$ cat src/rtl/y_seq_ctrl.sv
// y_seq_ctrl: multi-cycle sequencer for the yIF/yID/yEX datapath.
// Latches the fetched instruction and walks FETCH..WB per opcode. It drives the
// datapath selects, the memory strobes and the PC update, and stops after run_len
// instructions or on HALT.
// Optional feature macro: RETIRE_CNT_EN. When it is defined, the 'retired' port
// exposes the run counter.
module y_seq_ctrl #(
  parameter int unsigned CNT_W      = 16,
  parameter logic [5:0]  HALT_FUNCT = 6'h0C
) (
  input  logic             clk,
  input  logic             reset,
  input  logic             start,
  input  logic [CNT_W-1:0] run_len,
  input  logic [31:0]      ins,
  input  logic             zero,
  output logic             busy,
  output logic             done,
  output logic [2:0]       state,
  output logic             pc_en,
  output logic [1:0]       pc_sel,
  output logic             RegDst,
  output logic             RegWrite,
  output logic             ALUSrc,
  output logic [2:0]       op,
  output logic             MemRead,
  output logic             MemWrite,
  output logic             Mem2Reg
`ifdef RETIRE_CNT_EN
  ,
  output logic [CNT_W-1:0] retired
`endif
);

  localparam logic [2:0] st_idle   = 3'd0;
  localparam logic [2:0] st_fetch  = 3'd1;
  localparam logic [2:0] st_decode = 3'd2;
  localparam logic [2:0] st_exec   = 3'd3;
  localparam logic [2:0] st_mem    = 3'd4;
  localparam logic [2:0] st_wb     = 3'd5;
  localparam logic [2:0] st_done   = 3'd6;

  logic [2:0]       state_q, state_d;
  logic [31:0]      ir_q, ir_d;
  logic [CNT_W-1:0] cnt_q, cnt_d, len_q, len_d;

  logic [5:0] opcode, funct;
  logic       r_valid, is_r, is_halt, is_addi, is_lw, is_sw, is_beq, is_j;
  logic [2:0] r_op, alu_op;
  logic [2:0] last_st;
  logic       retire, in_ex;

  // Only opcode and funct steer control; the register fields go to the datapath.
  logic ir_unused;
  assign ir_unused = ^ir_q[25:6];

  assign opcode = ir_q[31:26];
  assign funct  = ir_q[5:0];

  // Instruction class decode from the latched IR
  always_comb begin
    r_valid = 1'b1;
    r_op    = 3'b000;
    case (funct)
      6'h20:   r_op = 3'b010;
      6'h22:   r_op = 3'b110;
      6'h24:   r_op = 3'b000;
      6'h25:   r_op = 3'b001;
      6'h2A:   r_op = 3'b111;
      default: r_valid = 1'b0;
    endcase
    is_halt = (opcode == 6'h00) && (funct == HALT_FUNCT);
    is_r    = (opcode == 6'h00) && r_valid && !is_halt;
    is_addi = (opcode == 6'h08);
    is_lw   = (opcode == 6'h23);
    is_sw   = (opcode == 6'h2B);
    is_beq  = (opcode == 6'h04);
    is_j    = (opcode == 6'h02);
    // Anything not matched above (unknown opcode/funct) falls through as a NOP
    if (is_r)                        alu_op = r_op;
    else if (is_addi | is_lw | is_sw) alu_op = 3'b010;
    else if (is_beq)                 alu_op = 3'b110;
    else                             alu_op = 3'b000;
    if (is_r | is_addi | is_lw) last_st = st_wb;
    else if (is_sw)             last_st = st_mem;
    else if (is_beq)            last_st = st_exec;
    else                        last_st = st_decode;
  end

  // Last state of a non-HALT instruction: PC update and retirement happen here
  assign retire = (state_q == last_st) && !is_halt;
  assign in_ex  = (state_q >= st_decode) && (state_q <= st_wb);

  // Next-state, IR capture and run counter
  always_comb begin
    state_d = state_q;
    ir_d    = ir_q;
    cnt_d   = cnt_q;
    len_d   = len_q;
    case (state_q)
      st_idle, st_done: begin
        if (start) begin
          state_d = st_fetch;
          cnt_d   = '0;
          len_d   = run_len;
        end
      end
      st_fetch: begin
        ir_d    = ins;
        state_d = st_decode;
      end
      st_decode: state_d = is_halt ? st_done : st_exec;
      st_exec:   state_d = (is_lw | is_sw) ? st_mem : st_wb;
      st_mem:    state_d = st_wb;
      st_wb:     state_d = st_wb;
      default:   state_d = st_idle;
    endcase
    if (retire) begin
      // Counter wraps freely; a zero run length never matches, so the run is unbounded
      cnt_d   = cnt_q + CNT_W'(1);
      state_d = ((len_q != '0) && (cnt_d == len_q)) ? st_done : st_fetch;
    end
  end

  // State registers, asynchronous active-high reset
  always_ff @(posedge clk or posedge reset) begin
    if (reset) begin
      state_q <= st_idle;
      ir_q    <= '0;
      cnt_q   <= '0;
      len_q   <= '0;
    end else begin
      state_q <= state_d;
      ir_q    <= ir_d;
      cnt_q   <= cnt_d;
      len_q   <= len_d;
    end
  end

  // Control outputs, decoded from IR and state; selects held DECODE..last state
  always_comb begin
    state    = state_q;
    busy     = (state_q >= st_fetch) && (state_q <= st_wb);
    done     = (state_q == st_done);
    RegDst   = in_ex && is_r;
    ALUSrc   = in_ex && (is_addi | is_lw | is_sw);
    op       = in_ex ? alu_op : 3'b000;
    RegWrite = (state_q == st_wb) && (is_r | is_addi | is_lw);
    Mem2Reg  = (state_q == st_wb) && is_lw;
    MemRead  = (state_q == st_mem) && is_lw;
    MemWrite = (state_q == st_mem) && is_sw;
    pc_en    = retire;
    pc_sel   = 2'd0;
    if (retire) begin
      if (is_j)                pc_sel = 2'd2;
      else if (is_beq && zero) pc_sel = 2'd1;
    end
  end

`ifdef RETIRE_CNT_EN
  assign retired = cnt_q;
`endif

endmodule
$ cat config.mk
export PLATFORM = sky130hd
export DESIGN_NAME = y_seq_ctrl
export DESIGN_NICKNAME = d
export VERILOG_FILES = /design/src/rtl/y_seq_ctrl.sv
export SDC_FILE = /design/constraint.sdc
export NUM_CORES = 1
export LEC_CHECK = 0
export ABC_CLOCK_PERIOD_IN_PS = 9400
export BUFFER_PORTS_ARGS = -buffer_cell sky130_fd_sc_hd__clkbuf_2
export CELL_PAD_IN_SITES_DETAIL_PLACEMENT = 1
export CELL_PAD_IN_SITES_GLOBAL_PLACEMENT = 1
export CORE_ASPECT_RATIO = 2
export CORE_MARGIN = 8
export CORE_UTILIZATION = 44
export CTS_CLUSTER_DIAMETER = 100
export DETAILED_ROUTE_END_ITERATION = 10
export PLACE_DENSITY = 0.93
export SYNTH_ARGS = -nofsm -noshare
export SYNTH_HDL_FRONTEND = slang
export SYNTH_SLANG_ARGS = --single-unit
$ cat constraint.sdc
create_clock -name clk -period 9.4 [get_ports clk]
set_clock_uncertainty 0.2 [all_clocks]
set_input_delay 2.82 -clock clk [delete_from_list [all_inputs] [get_ports clk]]
set_output_delay 2.82 -clock clk [all_outputs]
set_load 0.03 [all_outputs]
==> results of run 1 <==
==> power groups by stage <==
| stage | clock network (W) | logic [W] | registers (W) |
|---|---|---|---|
| final | 0.000219 | 0.000544 | 0.000404 |
| after global routing | 0.000224 | 0.000580 | 0.000415 |
| after CTS | 0.000218 | 0.000543 | 0.000401 |
| after detailed placement | 0 | 0.000523 | 0.000400 |
| after global placement | 0 | 0.000500 | 0.000394 |
| after floorplan | 0 | 0.000414 | 0.000358 |
==> worst max-delay path, cell delays in order, from the launching register on <==
cell       delay, ps
dfrtp_1          480
nor4b_1          510
o21ai_0          370
a21boi_0         260
o2bb2ai_4        550
nand2_2          400
inv_2            270
and3_2           210
clkbuf_2         200
==> stage by stage <==
stage                     setup WS [ps]  power, W  instances  utilization
after global routing               2630   0.00122        461        0.517
after CTS                          2810   0.00116        461        0.517
after global placement             3150  0.000895        453        0.492
after detailed placement           3140  0.000923        453        0.492
final                              2820   0.00117        461        0.517
after floorplan                    3310  0.000772        334            -
==> final cells by class <==
class                           count  area (µm²)  share of cell area
Tap cell                           90         113              0.0316
Multi-Input combinational cell    248        1770               0.498
Clock inverter                      2        38.8              0.0109
Clock buffer                        6         139              0.0390
Sequential cell                    47        1180               0.330
Timing Repair Buffer               50         255              0.0716
Inverter                           18        67.6              0.0190
==> final timing paths <==
kind / from / to / depth (start not counted)
max: ir_q[27] / pc_sel[0] / 8
max reg2reg: ir_q[27] / state[2] / 7
max in group asynchronous: reset / cnt_q[11] / 2
min reg2reg: ir_q[4] / ir_q[4] / 1
min in group asynchronous: reset / len_q[2] / 2
min: ir_q[4] / ir_q[4] / 1
==> metal layers <==
layer | part of all wire | track usage
met4 | 0.073 | 0.175
met5 | 0 | 0
met2 | 0.55 | 0.395
met1 | 0.33 | 0.206
met3 | 0.046 | 0.0431
==> flip-flops by register name, summed over array words and instances (netlist names) <==
signal	cells
state	3
cnt_q	16
len_q	16
ir_q	12
==> cells in the final DEF, fill, tap and decap left out, types with 2 or more instances in the layout <==
master / Yosys / layout
or3_1: 5 / 5
inv_1: 17 / 16
nor2b_1: 5 / 5
inv_2: 1 / 2
clkbuf_16: 0 / 5
dfrtp_1: 47 / 47
nand4b_1: 2 / 2
nor3b_1: 7 / 7
nand2_1: 20 / 20
mux2i_1: 2 / 2
xnor2_1: 13 / 13
or4_4: 2 / 2
nand4_1: 8 / 8
nor4_1: 10 / 10
a211oi_1: 2 / 2
o221ai_1: 12 / 12
o31ai_1: 3 / 3
o2111ai_1: 2 / 2
a21boi_0: 3 / 3
nor2_1: 21 / 21
a21oi_1: 11 / 11
and3_1: 5 / 5
clkbuf_2: 1 / 48
nand3_1: 16 / 16
o211ai_1: 3 / 3
o21ai_0: 11 / 11
and4_1: 3 / 3
nand2b_1: 9 / 9
buf_4: 0 / 2
xor2_1: 8 / 8
a31oi_1: 3 / 3
nor3_1: 10 / 10
mux2_2: 26 / 26
==> cell families after synthesis <==
family                   synth area share
adder cells (fa/ha/maj)           0.00401
AO/OA/AOI/OAI                       0.162
AND/OR/NAND/NOR                     0.239
flip-flops                          0.377
multiplexers                        0.100
XOR/XNOR                           0.0642
buffers and inverters              0.0534
==> impl_results.md, run 1 <==
- Outcome: completed
- First-pass GRT wire length: ~17 mm
- Count leader, synth: dfrtp_1
- Final setup TNS: 0 ps
- WL/cell: between 20 and 25 µm
- Net Sw Power: 0.000529 W
- Gr usage total: 0.222
- VDD IR max: around 250 µV
- Async SR Flop Fraction: 1.00
- Sequential element share of the synthesized area: 0.377
- Dpl hpwl: ~7.3 mm
- Post-synthesis instance total: ~330
- Vias in the first global route: 3285
- Initial Utilization: 0.453
- Leak pwr: between 1 and 1.5 nW
- Largest cells by area after synthesis: dfrtp_1 (38%), mux2_2 (9.4%), xnor2_1 (3.7%)
- Area growth, synth to finish: 14.3%
- Initial DRT Pass Iterations: 7
- Peak Freq: between 0.15 and 0.2 GHz
- Tcrit/Tclk final: 0.700
- Antenna viol nets, final: 0
- Synth Flop Type: dfrtp_1
- IO Pins: 69
- Logic gate share of total power: 0.467
- DIE AREA: about 0.01 mm²
- Routability cong.: between 0.9 and 1
- CP Class: reg -> out
- Yosys Warn Count: 0
- Die width: approximately 76 µm
- WL final: about 11 mm
- Hold WS: between 300 and 400 ps
- Clock period minus worst slack: 6580 ps
- Setup violators final: 0
- Synth top cells by count: dfrtp_1 (47), mux2_2 (26), nor2_1 (21)
- Clock latency at the later pin of the worst-skew pair: roughly 300 ps
- # fillers: roughly 840
- Seq pwr share: 0.346
- Largest net degree at the start of global routing: 48
- Diode count: 0
- Syn Area/Cell: about 9.3 µm²
- Setup slack, reg-to-reg: 6070 ps
- Worst hold-check path type: reg -> reg
- Max Fanout on Critical Path: 18
- Vias: around 3k
- Initial antenna violation count: 0
- Post_cts resized: 0
- CP Capture Type: output pin
- Final instance area: 0.00356 mm²
- IO buf count: 48
- Remaining Overflow, GRT: 0
- Data arrival time of the critical path: ~3600 ps
- Unrepaired setup endpoints after global routing: no
- Inserted Clock Buffers: 5
- Clock network power share: 0.187
- Clk pin slew, worst setup/hold paths: ~60 ps
- Layout cell share with drive strength beyond 1: 0.267
- Hold_buf cts: 0
- CTS tree: yes
- Internal power: approximately 0.00064 W
- Core ar.: between 0.006 and 0.007 mm²
- Final hold viol count: 0
- Root buffer cell: clkbuf_16
- Setup Buffers After CTS: 0
- Netlist cell types: 60
- H-Tree Depth: 2
- Final nets: between 400 and 500
- Tightest Pin Transition: between 1000 and 1500 ps
- Avg Vias per Cell: approximately 6.5
- Synth top area share: 0.377
- EDFF count, synth: 0
- Max_cap viols: 0
- Worst Setup Start Kind: register
- Synth area leader: dfrtp_1
- Slew HR: 0.329
- Switching share of power: 0.453
- Max-slew violations: 0
- Net Count, Synth: 387
- Pwr/cell area: between 300 and 400 mW/mm²
- CTS sink cnt: 47
- Starting DRT DRC Count: 231
- Req. time, crit path: 6380 ps
- FF+latch count, synth: 47
- Clock Path Buffers: 2
- Dpl cell area: approximately 0.0034 mm²
- Drc violations: 0
- Die Ht: 135 µm
- Mapped Area: between 0.003 and 0.004 mm²
- # rows: 43
No activity file was read; power rests on OpenSTA's default activity.
==> run 2: changes to the inputs <==
==> config.mk (replaced) <==
export PLATFORM = sky130hd
export DESIGN_NAME = y_seq_ctrl
export DESIGN_NICKNAME = d
export VERILOG_FILES = /design/src/rtl/y_seq_ctrl.sv
export SDC_FILE = /design/constraint.sdc
export NUM_CORES = 1
export LEC_CHECK = 0
export ABC_CLOCK_PERIOD_IN_PS = 5600
export BUFFER_PORTS_ARGS = -buffer_cell sky130_fd_sc_hd__clkbuf_2
export CELL_PAD_IN_SITES_DETAIL_PLACEMENT = 1
export CELL_PAD_IN_SITES_GLOBAL_PLACEMENT = 1
export CORE_ASPECT_RATIO = 2
export CORE_MARGIN = 8
export CORE_UTILIZATION = 37
export CTS_CLUSTER_DIAMETER = 100
export DETAILED_ROUTE_END_ITERATION = 10
export PLACE_DENSITY = 0.84
export SYNTH_ARGS = -nofsm -noshare
export SYNTH_HDL_FRONTEND = slang
export SYNTH_SLANG_ARGS = --single-unit
==> constraint.sdc (replaced) <==
create_clock -name clk -period 5.6 [get_ports clk]
set_clock_uncertainty 0.2 [all_clocks]
set_input_delay 1.68 -clock clk [delete_from_list [all_inputs] [get_ports clk]]
set_output_delay 1.68 -clock clk [all_outputs]
set_load 0.03 [all_outputs]
==> run 2 against run 1 <==
Core utilization fell by 8.4 points. Die area rose by 16%. Combinational power rose by 63%. Clock power rose by 48%. Worst setup slack got worse by 2100 ps. Critical path depth rose by 1. Count of clock-buffer cells in the layout rose by 1. Highest routed layer unchanged. Sequential power rose by 67%. Wire length fell by 8.3%. Power rose by 62%. Register-to-register slack got worse by 3600 ps. Final cell count rose by 2.0%.
==> impl_results.md, run 2 (synthesized netlist as in run 1, its figures left out) <==
- Final nets: 424 (was 423)
- Switching share of power: 0.447 (was 0.453)
- Pwr/cell area: 528 mW/mm² (was 327 mW/mm²)
- Post_cts resized: 0 (unchanged)
- CTS tree: yes (unchanged)
- CP Capture Type: output pin (unchanged)
- IO Pins: 69 (unchanged)
- Max-slew violations: 0 (unchanged)
- Dpl hpwl: 7.45 mm (was 7.34 mm)
- Setup Buffers After CTS: 0 (unchanged)
- H-Tree Depth: 2 (unchanged)
- Die Ht: 146 µm (was 135 µm)
- Sequential cell area: 0.00118 mm² (unchanged)
- # rows: 47 (was 43)
- Inserted Clock Buffers: 5 (unchanged)
- Avg Vias per Cell: 6.01 (was 6.48)
- Commonest non-fill, non-tap cell in the layout: clkbuf_2 (unchanged)
- Leak pwr: 1.43 nW (about the same)
- Multi-input logic area: 0.00178 mm² (was 0.00177 mm²)
- Root buffer cell: clkbuf_16 (unchanged)
- Clock latency at the later pin of the worst-skew pair: 300 ps (about the same)
- Core ar.: 0.00823 mm² (was 0.00689 mm²)
- Seq pwr share: 0.358 (was 0.346)
- Vias in the first global route: 3134 (was 3285)
- Req. time, crit path: 3720 ps (was 6380 ps)
- Area growth, synth to finish: 14.5% (was 14.3%)
- WL final: 9.69 mm (was 10.6 mm)
- Setup violators final: 0 (unchanged)
- Antenna viol nets, final: 0 (unchanged)
- CTS sink cnt: 47 (unchanged)
- Global routing met2 resource utilization: 0.326 (was 0.395)
- Routability cong.: 0.905 (was 0.928)
- First-pass GRT wire length: 15.8 mm (was 17.0 mm)
- Diode count: 0 (unchanged)
- Max_cap viols: 0 (unchanged)
- DIE AREA: 0.0118 mm² (was 0.0102 mm²)
- Final setup TNS: 0 ps (unchanged)
- Slew HR: 0.305 (was 0.329)
- Layer with the highest usage: met2 (unchanged)
- Drc violations: 0 (unchanged)
- Tightest Pin Transition: 1040 ps (was 1010 ps)
- Design Power: 0.00189 W (was 0.00117 W)
- Remaining Overflow, GRT: 0 (unchanged)
- Hold_buf cts: 0 (unchanged)
- Initial antenna violation count: 0 (unchanged)
- WL/cell: 20.6 µm (was 22.9 µm)
- Commonest non-fill, non-tap cells in the layout: clkbuf_2 (48), dfrtp_1 (47), mux2_2 (26) (unchanged)
- Data arrival time of the critical path: 3010 ps (was 3560 ps)
- Peak Freq: 0.204 GHz
- Final hold viol count: 0 (unchanged)
- CP Class: reg -> out (unchanged)
- Outcome: completed (unchanged)
- # fillers: 991 (was 837)
- Logic gate share of total power: 0.469 (was 0.467)
- Initial DRT Pass Iterations: 5 (was 7)
- Initial Utilization: 0.379 (was 0.453)
- VDD IR max: 336 µV (was 249 µV)
- Largest net degree at the start of global routing: 48 (unchanged)
- Clock period minus worst slack: between 4000 and 5000 ps
- IO buf count: 48 (unchanged)
- Net Sw Power: 0.000842 W (was 0.000529 W)
- Clock network power share: 0.172 (was 0.187)
- Vias: 2827 (was 2987)
- Tcrit/Tclk final: 0.874
- Worst Setup Start Kind: register (unchanged)
- Layout cell share with drive strength beyond 1: 0.272 (was 0.267)
- Starting DRT DRC Count: 119 (was 231)
- Gr usage total: 0.172 (was 0.222)
- Die width: 80.9 µm (was 75.5 µm)
- GR Layer Usage met3: 0.0353 (was 0.0431)
- Max Fanout on Critical Path: 17 (was 18)
- Worst hold-check path type: reg -> reg (unchanged)
- Clock Path Buffers: 2 (unchanged)
- Met1 usage in global routing: 0.151 (was 0.206)
- Top Registers: cnt_q: 16 flops, len_q: 16 flops, ir_q: 12 flops (unchanged)
- Unrepaired setup endpoints after global routing: no (unchanged)
- Internal power: 0.00104 W (was 0.000638 W)
- Clk pin slew, worst setup/hold paths: 60 ps (about the same)
## run 2: cell types whose count changed in the layout (fill, tap and decap cells not counted), sizes merged
cell	delta
clkinvlp	+1
inv	-1
bufinv	-1
buf	+1
clkbuf	+1
## run 2: layout make-up
| cell class | count | share of cell area |
|---|---|---|
| sequential | 47 | 0.330 |
| tap | 98 | 0.0344 |
| timing repair buffer | 51 | 0.0736 |
| clock inverter | 1 | 0.00210 |
| multi-input combinational | 248 | 0.499 |
| inverter | 18 | 0.0189 |
| clock buffer | 7 | 0.0428 |
## run 2: per-stage QoR
step / hold WS [ps] / setup slack, ps / instances / area (µm²) / util
2_1_floorplan: 295 / 1410 / 334 / 3120 / -
3_3_place_gp: 335 / 1100 / 462 / 3410 / 0.414
3_5_place_dp: 345 / 1020 / 462 / 3410 / 0.414
4_1_cts: 361 / 658 / 470 / 3570 / 0.433
5_1_grt: 373 / 492 / 470 / 3570 / 0.433
6_report: 361 / 707 / 470 / 3570 / 0.433
## run 2: routing by layer
| layer | vias to the layer above | routed length, µm |
|---|---|---|
| li1 | 1307 | - |
| met1 | 1414 | 3210 |
| met2 | 73 | 5610 |
| met3 | 33 | 327 |
| met4 | 0 | 549 |
| met5 | - | 0 |
## run 2: final timing paths
path                                from       end  slack [ps]  cells after the start
worst max-delay path            ir_q[29]     pc_en         710                      9
worst min-delay path             ir_q[5]   ir_q[5]         360                      1
worst max register to register  cnt_q[0]  state[0]        2490                      7
worst min register to register   ir_q[5]   ir_q[5]         360                      1
max in group asynchronous          reset  cnt_q[8]        3130                      2
min in group asynchronous          reset  len_q[2]        1420                      2
## run 2: power groups by stage
stage,Sequential [W],Clock (W),Combinational (W)
floorplan,0.000601,0,0.000695
global placement,0.000668,0,0.000853
detailed placement,0.000679,0,0.000884
CTS,0.000674,0.000331,0.000892
global route,0.000696,0.000341,0.000958
finish,0.000675,0.000325,0.000885
## run 2: worst max-delay path, cell delays in order (launching register included)
cell and delay (ps):
dfrtp_1 450, or4_4 580, nor3b_1 340, a221oi_2 110, xor2_2 140, buf_4 260, nand2_2 290, inv_2 150
buf_4 170, clkbuf_2 220
==> run 3: changes to the inputs <==
==> config.mk (replaced) <==
export PLATFORM = sky130hd
export DESIGN_NAME = y_seq_ctrl
export DESIGN_NICKNAME = d
export VERILOG_FILES = /design/src/rtl/y_seq_ctrl.sv
export SDC_FILE = /design/constraint.sdc
export NUM_CORES = 1
export LEC_CHECK = 0
export ABC_CLOCK_PERIOD_IN_PS = 5600
export BUFFER_PORTS_ARGS = -buffer_cell sky130_fd_sc_hd__clkbuf_2
export CORE_ASPECT_RATIO = 2
export CORE_MARGIN = 8
export CORE_UTILIZATION = 47
export CTS_CLUSTER_DIAMETER = 100
export DETAILED_ROUTE_END_ITERATION = 10
export PLACE_DENSITY = 0.81
export SYNTH_ARGS = -nofsm -noshare
export SYNTH_HDL_FRONTEND = slang
export SYNTH_SLANG_ARGS = --single-unit
==> run 3 against run 2 <==
Core utilization increased by 11 points. Largest power group unchanged. Final cell count down 2.3%. Critical endpoint is now pc_sel[0]. Fmax shrank 2.3%. Wire length fell by 27%. Clock power decreased by 7.7%. Largest cell class unchanged. Register-to-register slack better by 170 ps.
==> impl_results.md, run 3 (synthesized netlist as in run 1, its figures left out) <==
- Outcome: completed (unchanged)
- Initial DRT Pass Iterations: 4 (was 5)
- Post_cts resized: 0 (unchanged)
- H-Tree Depth: 2 (unchanged)
- DP Cell Count: 451 (was 462)
- Hold_buf cts: 0 (unchanged)
- Min-delay src: ir_q[5] (unchanged)
- Diode count: 0 (unchanged)
- Worst hold-check path type: reg -> reg (unchanged)
- Initial antenna violation count: 0 (unchanged)
- Req. time, crit path: 3720 ps (about the same)
- VDD IR max: 270 µV (was 336 µV)
- First-pass GRT wire length: 12.7 mm (was 15.8 mm)
- CTS tree: yes (unchanged)
- Tcrit/Tclk final: 0.894 (was 0.874)
- Tightest Pin Transition: 955 ps (was 1040 ps)
- Slew HR: 0.363 (was 0.305)
- Clock latency at the later pin of the worst-skew pair: 290 ps (was 300 ps)
- Max_cap viols: 0 (unchanged)
- WL/cell: 15.5 µm (was 20.6 µm)
- CTS sink cnt: 47 (unchanged)
- Routability cong.: 0.923 (was 0.905)
- Root buffer cell: clkbuf_16 (unchanged)
- Multi-input logic area: 0.00177 mm² (was 0.00178 mm²)
- Area growth, synth to finish: 13.4% (was 14.5%)
- Clock Path Buffers: 2 (unchanged)
- Commonest non-fill, non-tap cells in the layout: clkbuf_2 (48), dfrtp_1 (47), mux2_2 (26) (unchanged)
- Gr usage total: 0.157 (was 0.172)
- Worst slack, placed: 909 ps (was 1020 ps)
- Final setup TNS: 0 ps (unchanged)
- Unrepaired setup endpoints after global routing: no (unchanged)
- Drc violations: 0 (unchanged)
- Core ar.: 0.00652 mm² (was 0.00823 mm²)
- Avg Vias per Cell: 5.83 (was 6.01)
- IO buf count: 48 (unchanged)
- DIE AREA: 0.00965 mm² (was 0.0118 mm²)
- Initial Utilization: 0.478 (was 0.379)
- Final hold viol count: 0 (unchanged)
- Design Power: 0.00178 W (was 0.00189 W)
- Clk pin slew, worst setup/hold paths: 60 ps (about the same)
- Starting DRT DRC Count: 228 (was 119)
- Vias: 2677 (was 2827)
- Dpl cell area: 0.00338 mm² (was 0.00341 mm²)
- Die Ht: 131 µm (was 146 µm)
- Layout cell share with drive strength beyond 1: 0.264 (was 0.272)
- Dpl hpwl: 5.31 mm (was 7.45 mm)
- Fin cells: 459 (was 470)
- Final instance area: 0.00353 mm² (was 0.00357 mm²)
- Largest net degree at the start of global routing: 48 (unchanged)
- Max Fanout on Critical Path: 18 (was 17)
- Setup violators final: 0 (unchanged)
- Commonest non-fill, non-tap cell in the layout: clkbuf_2 (unchanged)
- FF-to-FF Start: cnt_q[0] (unchanged)
- Antenna viol nets, final: 0 (unchanged)
- Vias in the first global route: 2714 (was 3134)
- Die width: 73.6 µm (was 80.9 µm)
- Setup Buffers After CTS: 0 (unchanged)
- CP Class: reg -> out (unchanged)
- Clock period minus worst slack: 5010 ps (was 4890 ps)
- Leak pwr: 1.42 nW (was 1.43 nW)
- Peak Freq: 0.200 GHz (was 0.204 GHz)
- Pwr/cell area: 503 mW/mm² (was 528 mW/mm²)
- CP Capture Type: output pin (unchanged)
- Inserted Clock Buffers: 5 (unchanged)
- Data arrival time of the critical path: 3130 ps (was 3010 ps)
- Sequential cell area: 0.00118 mm² (unchanged)
- WL final: 7.09 mm (was 9.69 mm)
- Top Registers: cnt_q: 16 flops, len_q: 16 flops, ir_q: 12 flops (unchanged)
- Worst Setup Start Kind: register (unchanged)
- Max-slew violations: 0 (unchanged)
- IO Pins: 69 (unchanged)
- Remaining Overflow, GRT: 0 (unchanged)
- Setup ws final: 592 ps (was 707 ps)
- # fillers: 643 (was 991)
- # rows: 42 (was 47)
- Final nets: 423 (was 424)
- Worst Setup SP: ir_q[29] (unchanged)
[run 3: worst max-delay path: stages (launching register included)]
cell and delay, ps:
dfrtp_1 430, or4_4 560, nor3_4 230, a21boi_0 190
o2bb2ai_4 470, nand2_2 330, inv_2 230, and3_2 190
clkbuf_2 190
[run 3: worst paths after layout]
check	slack (ps)	cells after the start	to
max	590	8	pc_sel[0]
min	350	1	ir_q[5]
max reg2reg	2660	7	state[0]
min reg2reg	350	1	ir_q[5]
max in group asynchronous	3210	2	cnt_q[8]
min in group asynchronous	1400	2	len_q[14]
[run 3: final cells by class]
| class | instances | area share |
|---|---|---|
| Inverter | 18 | 0.0191 |
| Multi-Input combinational cell | 248 | 0.502 |
| Clock inverter | 1 | 0.00248 |
| Tap cell | 88 | 0.0312 |
| Timing Repair Buffer | 50 | 0.0722 |
| Sequential cell | 47 | 0.333 |
| Clock buffer | 7 | 0.0404 |
[run 3: per-layer routing]
| metal | GRT usage | wire [µm] | vias up |
|---|---|---|---|
| met5 | 0 | 0 | - |
| met4 | 0.0516 | 129 | 0 |
| met3 | 0.0244 | 331 | 17 |
| met2 | 0.250 | 3580 | 82 |
| met1 | 0.208 | 3050 | 1267 |
| li1 | - | - | 1311 |
[run 3: through the flow]
step | utilization | hold slack [ps]
after detailed placement | 0.519 | 334
final | 0.542 | 347
after global placement | 0.519 | 311
after floorplan | - | 295
after global routing | 0.542 | 373
after CTS | 0.542 | 348
[run 3: power by group]
group | total [W] | internal, W | leakage (nW) | switching [W]
clock | 0.000300 | 0.000179 | 0.0741 | 0.000122
sequential | 0.000654 | 0.000469 | 0.587 | 0.000185
combinational | 0.000823 | 0.000376 | 0.756 | 0.000447
